==> src/rtl/uart_tx_arbiter.sv <==
// uart_tx_arbiter: shares one byte-oriented UART transmitter between two
// frame requesters. A frame is granted whole (round-robin at frame
// boundaries). Its bytes are fed to the UART core one at a time, with a
// fixed idle gap after every byte. A stalled byte aborts the frame with err.
module uart_tx_arbiter #(
  parameter int GAP_CYCLES     = 100,
  parameter int TIMEOUT_CYCLES = 20000
) (
  input  logic       clk,
  input  logic       rstn,
  input  logic       req0,
  input  logic       req1,
  input  logic [9:0] len0,
  input  logic [9:0] len1,
  input  logic [7:0] data0,
  input  logic [7:0] data1,
  output logic [9:0] idx,
  output logic       gnt0,
  output logic       gnt1,
  output logic       done0,
  output logic       done1,
  output logic       err,
  output logic       busy,
  output logic       tx_en,
  output logic [7:0] tx_data,
  input  logic       tx_rdy
);

  // Counter widths hold the full parameter value, so a count never wraps.
  localparam int GW = (GAP_CYCLES < 1) ? 1 : $clog2(GAP_CYCLES + 1);
  localparam int TW = (TIMEOUT_CYCLES < 1) ? 1 : $clog2(TIMEOUT_CYCLES + 1);
  localparam logic [GW-1:0] GAP_LAST  = GW'((GAP_CYCLES > 1) ? GAP_CYCLES - 1 : 0);
  localparam logic [TW-1:0] WAIT_LAST = TW'((TIMEOUT_CYCLES > 1) ? TIMEOUT_CYCLES - 1 : 0);

  typedef enum logic [2:0] {
    IDLE  = 3'd0,
    ISSUE = 3'd1,
    WAIT  = 3'd2,
    GAP   = 3'd3,
    FIN   = 3'd4
  } state_t;

  state_t          state_r;
  logic [9:0]      len_r;
  logic [GW-1:0]   gap_cnt_r;
  logic [TW-1:0]   wait_cnt_r;
  logic            last1_r;    // 1 when requester 1 was the last one served
  logic            abort_r;    // current frame ended by timeout
  logic            rdy_q_r;    // previous-cycle copy of tx_rdy

  logic            win1_s;
  logic [9:0]      win_len_s;
  logic [7:0]      gnt_data_s;
  logic            rdy_rise_s;
  logic            last_byte_s;

  // Winner selection, byte source mux and completion-edge detect.
  always_comb begin
    win1_s      = 1'b0;
    win_len_s   = 10'd0;
    gnt_data_s  = 8'd0;
    rdy_rise_s  = 1'b0;
    last_byte_s = 1'b0;
    // Requester 1 wins when alone, or on a tie when 0 was served last.
    if (req1 && (!req0 || !last1_r)) begin
      win1_s = 1'b1;
    end else begin
      win1_s = 1'b0;
    end
    if (win1_s) begin
      win_len_s = len1;
    end else begin
      win_len_s = len0;
    end
    if (gnt1) begin
      gnt_data_s = data1;
    end else begin
      gnt_data_s = data0;
    end
    rdy_rise_s  = tx_rdy & ~rdy_q_r;
    last_byte_s = ((idx + 10'd1) == len_r);
  end

  // Registered copy of tx_rdy, used only to find its rising edge.
  always_ff @(posedge clk or negedge rstn) begin
    if (!rstn) begin
      rdy_q_r <= 1'b1;
    end else begin
      rdy_q_r <= tx_rdy;
    end
  end

  // Frame sequencer: grant, issue bytes, wait for completion, gap, finish.
  always_ff @(posedge clk or negedge rstn) begin
    if (!rstn) begin
      state_r    <= IDLE;
      idx        <= 10'd0;
      len_r      <= 10'd0;
      gap_cnt_r  <= '0;
      wait_cnt_r <= '0;
      last1_r    <= 1'b1;
      abort_r    <= 1'b0;
      gnt0       <= 1'b0;
      gnt1       <= 1'b0;
      done0      <= 1'b0;
      done1      <= 1'b0;
      err        <= 1'b0;
      busy       <= 1'b0;
      tx_en      <= 1'b0;
      tx_data    <= 8'd0;
    end else begin
      // Pulse outputs are low unless a state below raises them.
      tx_en <= 1'b0;
      done0 <= 1'b0;
      done1 <= 1'b0;
      err   <= 1'b0;
      case (state_r)
        IDLE: begin
          if (req0 || req1) begin
            gnt0    <= ~win1_s;
            gnt1    <= win1_s;
            len_r   <= win_len_s;
            idx     <= 10'd0;
            abort_r <= 1'b0;
            busy    <= 1'b1;
            // An empty frame skips straight to the finish handshake.
            if (win_len_s == 10'd0) begin
              state_r <= FIN;
            end else begin
              state_r <= ISSUE;
            end
          end else begin
            busy <= 1'b0;
          end
        end
        ISSUE: begin
          if (tx_rdy) begin
            tx_en      <= 1'b1;
            tx_data    <= gnt_data_s;
            wait_cnt_r <= '0;
            state_r    <= WAIT;
          end else begin
            state_r <= ISSUE;
          end
        end
        WAIT: begin
          if (rdy_rise_s) begin
            gap_cnt_r <= '0;
            state_r   <= GAP;
          end else if (wait_cnt_r == WAIT_LAST) begin
            // Byte never completed: drop the rest of the frame.
            wait_cnt_r <= wait_cnt_r + 1'b1;
            err        <= 1'b1;
            abort_r    <= 1'b1;
            state_r    <= FIN;
          end else begin
            wait_cnt_r <= wait_cnt_r + 1'b1;
          end
        end
        GAP: begin
          if (gap_cnt_r == GAP_LAST) begin
            if (last_byte_s) begin
              state_r <= FIN;
            end else begin
              idx     <= idx + 10'd1;
              state_r <= ISSUE;
            end
          end else begin
            gap_cnt_r <= gap_cnt_r + 1'b1;
          end
        end
        FIN: begin
          done0   <= gnt0 & ~abort_r;
          done1   <= gnt1 & ~abort_r;
          gnt0    <= 1'b0;
          gnt1    <= 1'b0;
          last1_r <= gnt1;
          busy    <= 1'b0;
          state_r <= IDLE;
        end
        default: begin
          gnt0    <= 1'b0;
          gnt1    <= 1'b0;
          busy    <= 1'b0;
          state_r <= IDLE;
        end
      endcase
    end
  end

endmodule

==> config.mk <==
export PLATFORM = sky130hd
export DESIGN_NAME = uart_tx_arbiter
export DESIGN_NICKNAME = d
export VERILOG_FILES = /design/src/rtl/uart_tx_arbiter.sv
export SDC_FILE = /design/constraint.sdc
export NUM_CORES = 1
export LEC_CHECK = 0
export ABC_AREA = 1
export ABC_CLOCK_PERIOD_IN_PS = 2200
export BUFFER_PORTS_ARGS = -buffer_cell sky130_fd_sc_hd__buf_4
export CAP_MARGIN = 40
export CORE_MARGIN = 5
export CORE_UTILIZATION = 56
export DETAILED_ROUTE_END_ITERATION = 7
export PLACE_DENSITY = 0.8
export SYNTH_ARGS = -nofsm -noshare
export SYNTH_HDL_FRONTEND = slang
export SYNTH_SLANG_ARGS = --single-unit
==> constraint.sdc <==
create_clock -name clk -period 2.2 [get_ports clk]
set_clock_uncertainty 0.15 [all_clocks]
set_input_delay 0.44 -clock clk [delete_from_list [all_inputs] [get_ports clk]]
set_output_delay 0.44 -clock clk [all_outputs]
set_load 0.05 [all_outputs]
=== Word level (Yosys, flattened, before mapping) ===
Index checks and enable logic that the tools add are counted.

* $add $sub $neg: 3
* Equality and inequality tests: 16
* Multiplexer cells: 38
* Bitwise operators: 7
* Reductions and logical operators: 20

{| class="wikitable"
|+ Operators with widths
! kind !! number
|-
| two-way mux 10 bit || 4
|-
| two-way mux 15 bit || 2
|-
| case mux 15 bit (2 select lines) || 1
|-
| case mux 10 bit (2 select lines) || 1
|-
| two-way mux 3 bit || 6
|-
| != test 2 bit, second input constant || 8
|-
| adder 15 x 1 -> 15 bit, second input constant || 1
|-
| == test 15 bit, second input constant || 1
|-
| two-way mux 1 bit || 14
|-
| two-way mux 7 bit || 2
|-
| case mux 7 bit (2 select lines) || 1
|-
| case mux 3 bit (4 select lines) || 1
|-
| adder 10 x 1 -> 10 bit, second input constant || 1
|-
| == test 10 bit || 1
|-
| logical NOT 10 bit || 1
|-
| AND reduction 3 bit || 3
|-
| two-way mux 8 bit || 1
|-
| case mux 1 bit (2 select lines) || 4
|-
| AND reduction 4 bit || 2
|-
| nonzero test 2 bit || 4
|-
| adder 7 x 1 -> 7 bit, second input constant || 1
|-
| == test 7 bit, second input constant || 1
|-
| == test 3 x 2 -> 1 bit, second input constant || 2
|-
| AND reduction 2 bit || 3
|-
| 11 further kinds || 18
|}

* Flip-flop bits (word level): 63
* Input bits: 41
* Output and inout port bits: 25
* Logic and storage cells: 100

=== Depth between registers and ports, before layout ===
* Depth after elaboration: 9
* Gate-level depth with buffers: 15
* Depth with buffers taken out: 15

=== Worst setup path before layout ===
OpenSTA, ideal clock, no wires.

* Path type: flip-flop to flip-flop
* From: register idx[0]
* To: register idx[0]
* Library setup time: 0.066 ns
* Arrival time: 2.019 ns
* Required time: 1.984 ns
* Path slack: -0.035 ns
* Cell stages (with the launch flop): 12
* Buffers on the path: 0
* Period minus slack after synthesis: 2.235 ns
* Cell sequence: dfrtp_1 ha_1 or2_2 nand3_1 nand3_1 nor2_1 nand3_1 nor2_2 nand3_2 nand2_4 nand2_1 nand2_1

* Cells in the longest elaborated chain, start to end: 4
* Elaborated cells between the ends (all ways): 7
* Those cells by class: 1 x add/sub; 2 x eq/ne; 3 x mux; 1 x reduce/logical

{| class="wikitable"
|+ RTL lines
! element !! line !! source
|-
| start: declaration || 17 || <nowiki>output logic [9:0] idx,</nowiki>
|-
| start signal: assignment || 165 || <nowiki>idx <= idx + 10'd1;</nowiki>
|-
| adder 10 x 1 -> 10 bit * || 81, 165 ||
|-
| == test 10 bit or two-way mux 10 bit (tied branches) || 81, 162 ||
|-
| != test 2 bit (no source line) or two-way mux 10 bit (tied branches) || n/a ||
|-
| AND reduction 4 bit (no source line) or case mux 10 bit (2 select lines) (tied branches) || n/a ||
|}

Every way passes the cells marked *; elsewhere a longest branch is shown, timed or not. The select of a mux whose other input is x is not followed.
A chain may end at the register's enable or synchronous reset.

=== Final worst setup path ===
* From: register idx[0]
* To: register idx[8]

The elaborated chain is that of the path after synthesis.

==> Flow_metrics.wiki <==
{| class="wikitable"
! Metric !! Value
|-
| Run status || complete, no violations
|-
| Type of the setup path with the least slack || flop to flop
|-
| Clk slew on worst S/H paths || 0.07 ns
|-
| Number of top-level pins || 66
|-
| Share of layout cells above drive strength 1 || 0.245
|-
| Max-cap viol count || 0
|-
| Kind of end point of the critical path || flop
|-
| Clock buffers created by TritonCTS || 9
|-
| Arrival time at the worst endpoint || 2.23 ns
|-
| Sequential cell area fraction in the yosys report || 0.440
|-
| Fin. max-slew vios || 0
|-
| Die Area || 0.00810 mm²
|-
| Worst flop-to-flop path endpoint || idx[8]
|-
| Proportion of register bits with asynchronous set or reset after synthesis || 1.00
|-
| Final routed wirelength across all metal layers || 8890 µm
|-
| Most used cells in the layout excluding fill and tap cells || 146 x sky130_fd_sc_hd__nand2_1, 80 x sky130_fd_sc_hd__buf_4, 61 x sky130_fd_sc_hd__inv_1
|-
| CTS sink cnt || 63
|-
| Power density over the cells || 1150 mW/mm²
|-
| Layout Area Growth over Synthesis || 26.8%
|-
| Synthesized instance count || 493
|-
| Post-route fraction of the period consumed by the critical path || 0.976
|-
| Global-route wire length before repair || 14,900 µm
|-
| Total half-perimeter wirelength after legalization and detailed placement || 6730 µm
|-
| Count of vias placed by the detailed router || 3,524
|-
| Number of global-route vias before repair || 3,400
|-
| R2R setup slack || 0.05 ns
|-
| Overall global routing resource usage || 0.218
|-
| Vias/cell || 5.33
|-
| Post-Syn Area per Cell || 7.27 µm²
|-
| Worst hold slack after final layout || 0.0642 ns
|-
| Width of the die || 90.0 µm
|-
| Setup repair after global routing missed its margin || true
|-
| Max H-tree Level || 3
|-
| Die height || 90.0 µm
|-
| Cells after DPL || 637
|-
| Number of antenna violations at the first check in global routing || 0
|-
| Startpoint of the tightest hold check path || tx_rdy
|-
| Commonest non-fill, non-tap cell in the layout || sky130_fd_sc_hd__nand2_1
|-
| Final worst path period need || 2.15 ns
|-
| Number of remaining DRC errors || 0
|-
| Max transition margin || 0.701
|-
| Maximum clock path buffer count || 2
|-
| Highest clock frequency the design can meet || 0.466 GHz
|-
| Most used cell, CP || sky130_fd_sc_hd__nand2_1
|-
| Root Driver || sky130_fd_sc_hd__clkbuf_8
|-
| Cell family with the largest share of critical-path delay || simple AND/OR/NAND/NOR gates
|-
| Initial Utilization || 0.571
|-
| Post-synthesis instance area || 0.00358 mm²
|-
| P_leak || 2.30 nW
|-
| Worst path buffer plus inverter count || 2
|-
| Routed wire length per instance || 13.5 µm
|-
| Final hold violation count || 0
|-
| Top_reg_cell synth || sky130_fd_sc_hd__dfrtp_1
|-
| Critical Path Max Stage Delay || 0.41 ns
|-
| Number of placement rows || 29
|-
| Iteration-0 DRC Markers || 231
|-
| Slowest CP cell || sky130_fd_sc_hd__dfrtp_2
|-
| Number of enable flip-flop cells after synthesis || 0
|-
| Iteration count of the initial detailed-routing pass || 5
|-
| Worst hold path stage count || 1
|-
| Startpoint of the worst register-to-register path || idx[0]
|-
| Port bufs || 65
|-
| Area inside the core boundary || 0.00628 mm²
|-
| Maximum number of pins on one net before global-route repair || 39
|-
| Slew at the pin closest to its max-slew limit || 0.445 ns
|-
| Hold Crit Endpoint || rdy_q_r
|-
| Number of register bits inferred by synthesis || 63
|-
| Antenna Violating Nets Remaining || 0
|-
| Gpl congestion || 0.931
|-
| Number of library cell types mapped by synthesis || 33
|-
| IR Drop Worst-Case VDD || 0.885 mV
|-
| Clock tree from TritonCTS || yes
|-
| Startpoint type of the worst setup path || flop
|-
| Diode count || 0
|-
| Residual overflow from global routing || 0
|-
| Count of endpoints failing setup in the final report || 0
|-
| Layout filler cell count || 505
|-
| Number of synthesis warnings || 0
|-
| Chain of cells forming the critical path || buf_4, nand3_2, nor2_4, buf_4, xor2_1, nand2_1, nand3_1, nor2_4, nand3_4, nand2_4, nand2_1, nand2_1
|-
| Clock network latency to the later pin of the worst-skew pair || 0.35 ns
|-
| Final nets || 623
|-
| Maximum fanout encountered on the critical timing path || 8
|-
| Synthesized net count || 537
|-
| Min-Delay Path Class || input pin to flop
|-
| Post-route non-filler standard cell count || 661
|-
| Reg2Reg Depth || 12
|-
| Required time at the endpoint of the critical path || 2.29 ns
|}
## synthesized netlist by cell type (2+ instances only)
master | number | area share
sky130_fd_sc_hd__nand3_2 | 5 | 0.014
sky130_fd_sc_hd__nand2_2 | 8 | 0.014
sky130_fd_sc_hd__inv_1 | 63 | 0.066
sky130_fd_sc_hd__xnor2_1 | 2 | 0.0049
sky130_fd_sc_hd__nand2_1 | 150 | 0.16
sky130_fd_sc_hd__nand3_1 | 32 | 0.045
sky130_fd_sc_hd__nor2_2 | 4 | 0.0070
sky130_fd_sc_hd__nor2_4 | 3 | 0.0094
sky130_fd_sc_hd__nand2_4 | 2 | 0.0063
sky130_fd_sc_hd__buf_2 | 3 | 0.0042
sky130_fd_sc_hd__nor4_1 | 4 | 0.0070
sky130_fd_sc_hd__o22ai_1 | 3 | 0.0052
sky130_fd_sc_hd__nor3_1 | 12 | 0.017
sky130_fd_sc_hd__xor2_1 | 5 | 0.012
sky130_fd_sc_hd__ha_1 | 3 | 0.010
sky130_fd_sc_hd__a21oi_1 | 15 | 0.021
sky130_fd_sc_hd__dfrtp_1 | 61 | 0.43
sky130_fd_sc_hd__inv_2 | 7 | 0.0073
sky130_fd_sc_hd__dfstp_2 | 2 | 0.015
sky130_fd_sc_hd__nor2_1 | 49 | 0.051
sky130_fd_sc_hd__o21ai_0 | 21 | 0.029
sky130_fd_sc_hd__clkbuf_1 | 4 | 0.0042
sky130_fd_sc_hd__a31oi_1 | 8 | 0.014
sky130_fd_sc_hd__o31ai_1 | 4 | 0.0084
sky130_fd_sc_hd__nand4_1 | 14 | 0.024
sky130_fd_sc_hd__o21ai_1 | 2 | 0.0028
## layout make-up
type / count / area [µm²] / share of cell area
well taps: 77 / 96.3 / 0.0212
inverters: 71 / 270 / 0.0595
multi-input cells: 352 / 1760 / 0.388
repair buffers: 82 / 631 / 0.139
clock buffers: 9 / 124 / 0.0273
clock inverters: 7 / 77.6 / 0.0171
flip-flops and latches: 63 / 1580 / 0.348
## routing by layer
layer / vias to the layer above / global-route usage / wire, µm / share of wire
met5: - / 0 / 0 / 0
li1: 1759 / - / - / -
met2: 116 / 0.355 / 4350 / 0.49
met3: 19 / 0.0584 / 578 / 0.065
met1: 1630 / 0.284 / 3800 / 0.43
met4: 0 / 0.0658 / 166 / 0.019
## sequential cells by signal, summed over array words and instances, names as in the netlist
register / flops
gap_cnt_r: 7
gnt0: 1
tx_data: 8
done1: 1
abort_r: 1
done0: 1
err: 1
wait_cnt_r: 15
last1_r: 1
tx_en: 1
rdy_q_r: 1
len_r: 10
gnt1: 1
idx: 10
state_r: 3
busy: 1
## worst register-to-register path, cell delays in order (launching register included)
cell	delay, ns
sky130_fd_sc_hd__dfrtp_2	0.41
sky130_fd_sc_hd__buf_4	0.13
sky130_fd_sc_hd__nand3_2	0.12
sky130_fd_sc_hd__nor2_4	0.20
sky130_fd_sc_hd__buf_4	0.14
sky130_fd_sc_hd__xor2_1	0.24
sky130_fd_sc_hd__nand2_1	0.08
sky130_fd_sc_hd__nand3_1	0.14
sky130_fd_sc_hd__nor2_4	0.06
sky130_fd_sc_hd__nand3_4	0.17
sky130_fd_sc_hd__nand2_4	0.09
sky130_fd_sc_hd__nand2_1	0.07
sky130_fd_sc_hd__nand2_1	0.05
## timing repair
item,4_1_cts,5_1_grt
hold buffers,1,0
resized for setup,0,15
hold endpoints to repair,24,0
endpoints found under the setup margin,0,13
buffers inserted,0,6
## logic make-up after synthesis
kind of cell / synth area share
compound gates: 0.0831
xor+xnor: 0.0171
fa+ha+maj: 0.0105
buf+inv: 0.0848
flops: 0.440
simple gates: 0.364
## where the power goes
part           internal (mW)  switching (mW)
registers               1.51           0.267
logic                  0.799            1.63
clock network          0.537           0.500
total                   2.85            2.40
## through the flow
stage | setup TNS (ns) | utilization | area, µm² | total power [mW] | setup slack, ns
6_report | 0 | 0.724 | 4550 | 5.25 | 0.0525
5_1_grt | -0.342 | 0.724 | 4550 | 5.63 | -0.0512
4_1_cts | 0 | 0.706 | 4430 | 5.14 | 0.0486
3_5_place_dp | 0 | 0.672 | 4220 | 4.09 | 0.0665
3_3_place_gp | 0 | 0.672 | 4220 | 4.04 | 0.0843
2_1_floorplan | 0 | - | 3590 | 3.42 | 0.00466
## worst max-delay path by stage
stage	start	slack, ns	cells after the start	end
final	idx[0]	0.05	12	idx[8]
after global routing	idx[0]	-0.05	10	idx[6]
after CTS	idx[0]	0.05	11	idx[9]
after detailed placement	req0	0.07	12	state_r[0]
after global placement	req0	0.08	12	state_r[0]
after floorplan	idx[1]	0.005	13	idx[2]
No activity file was read; power rests on OpenSTA's default activity.
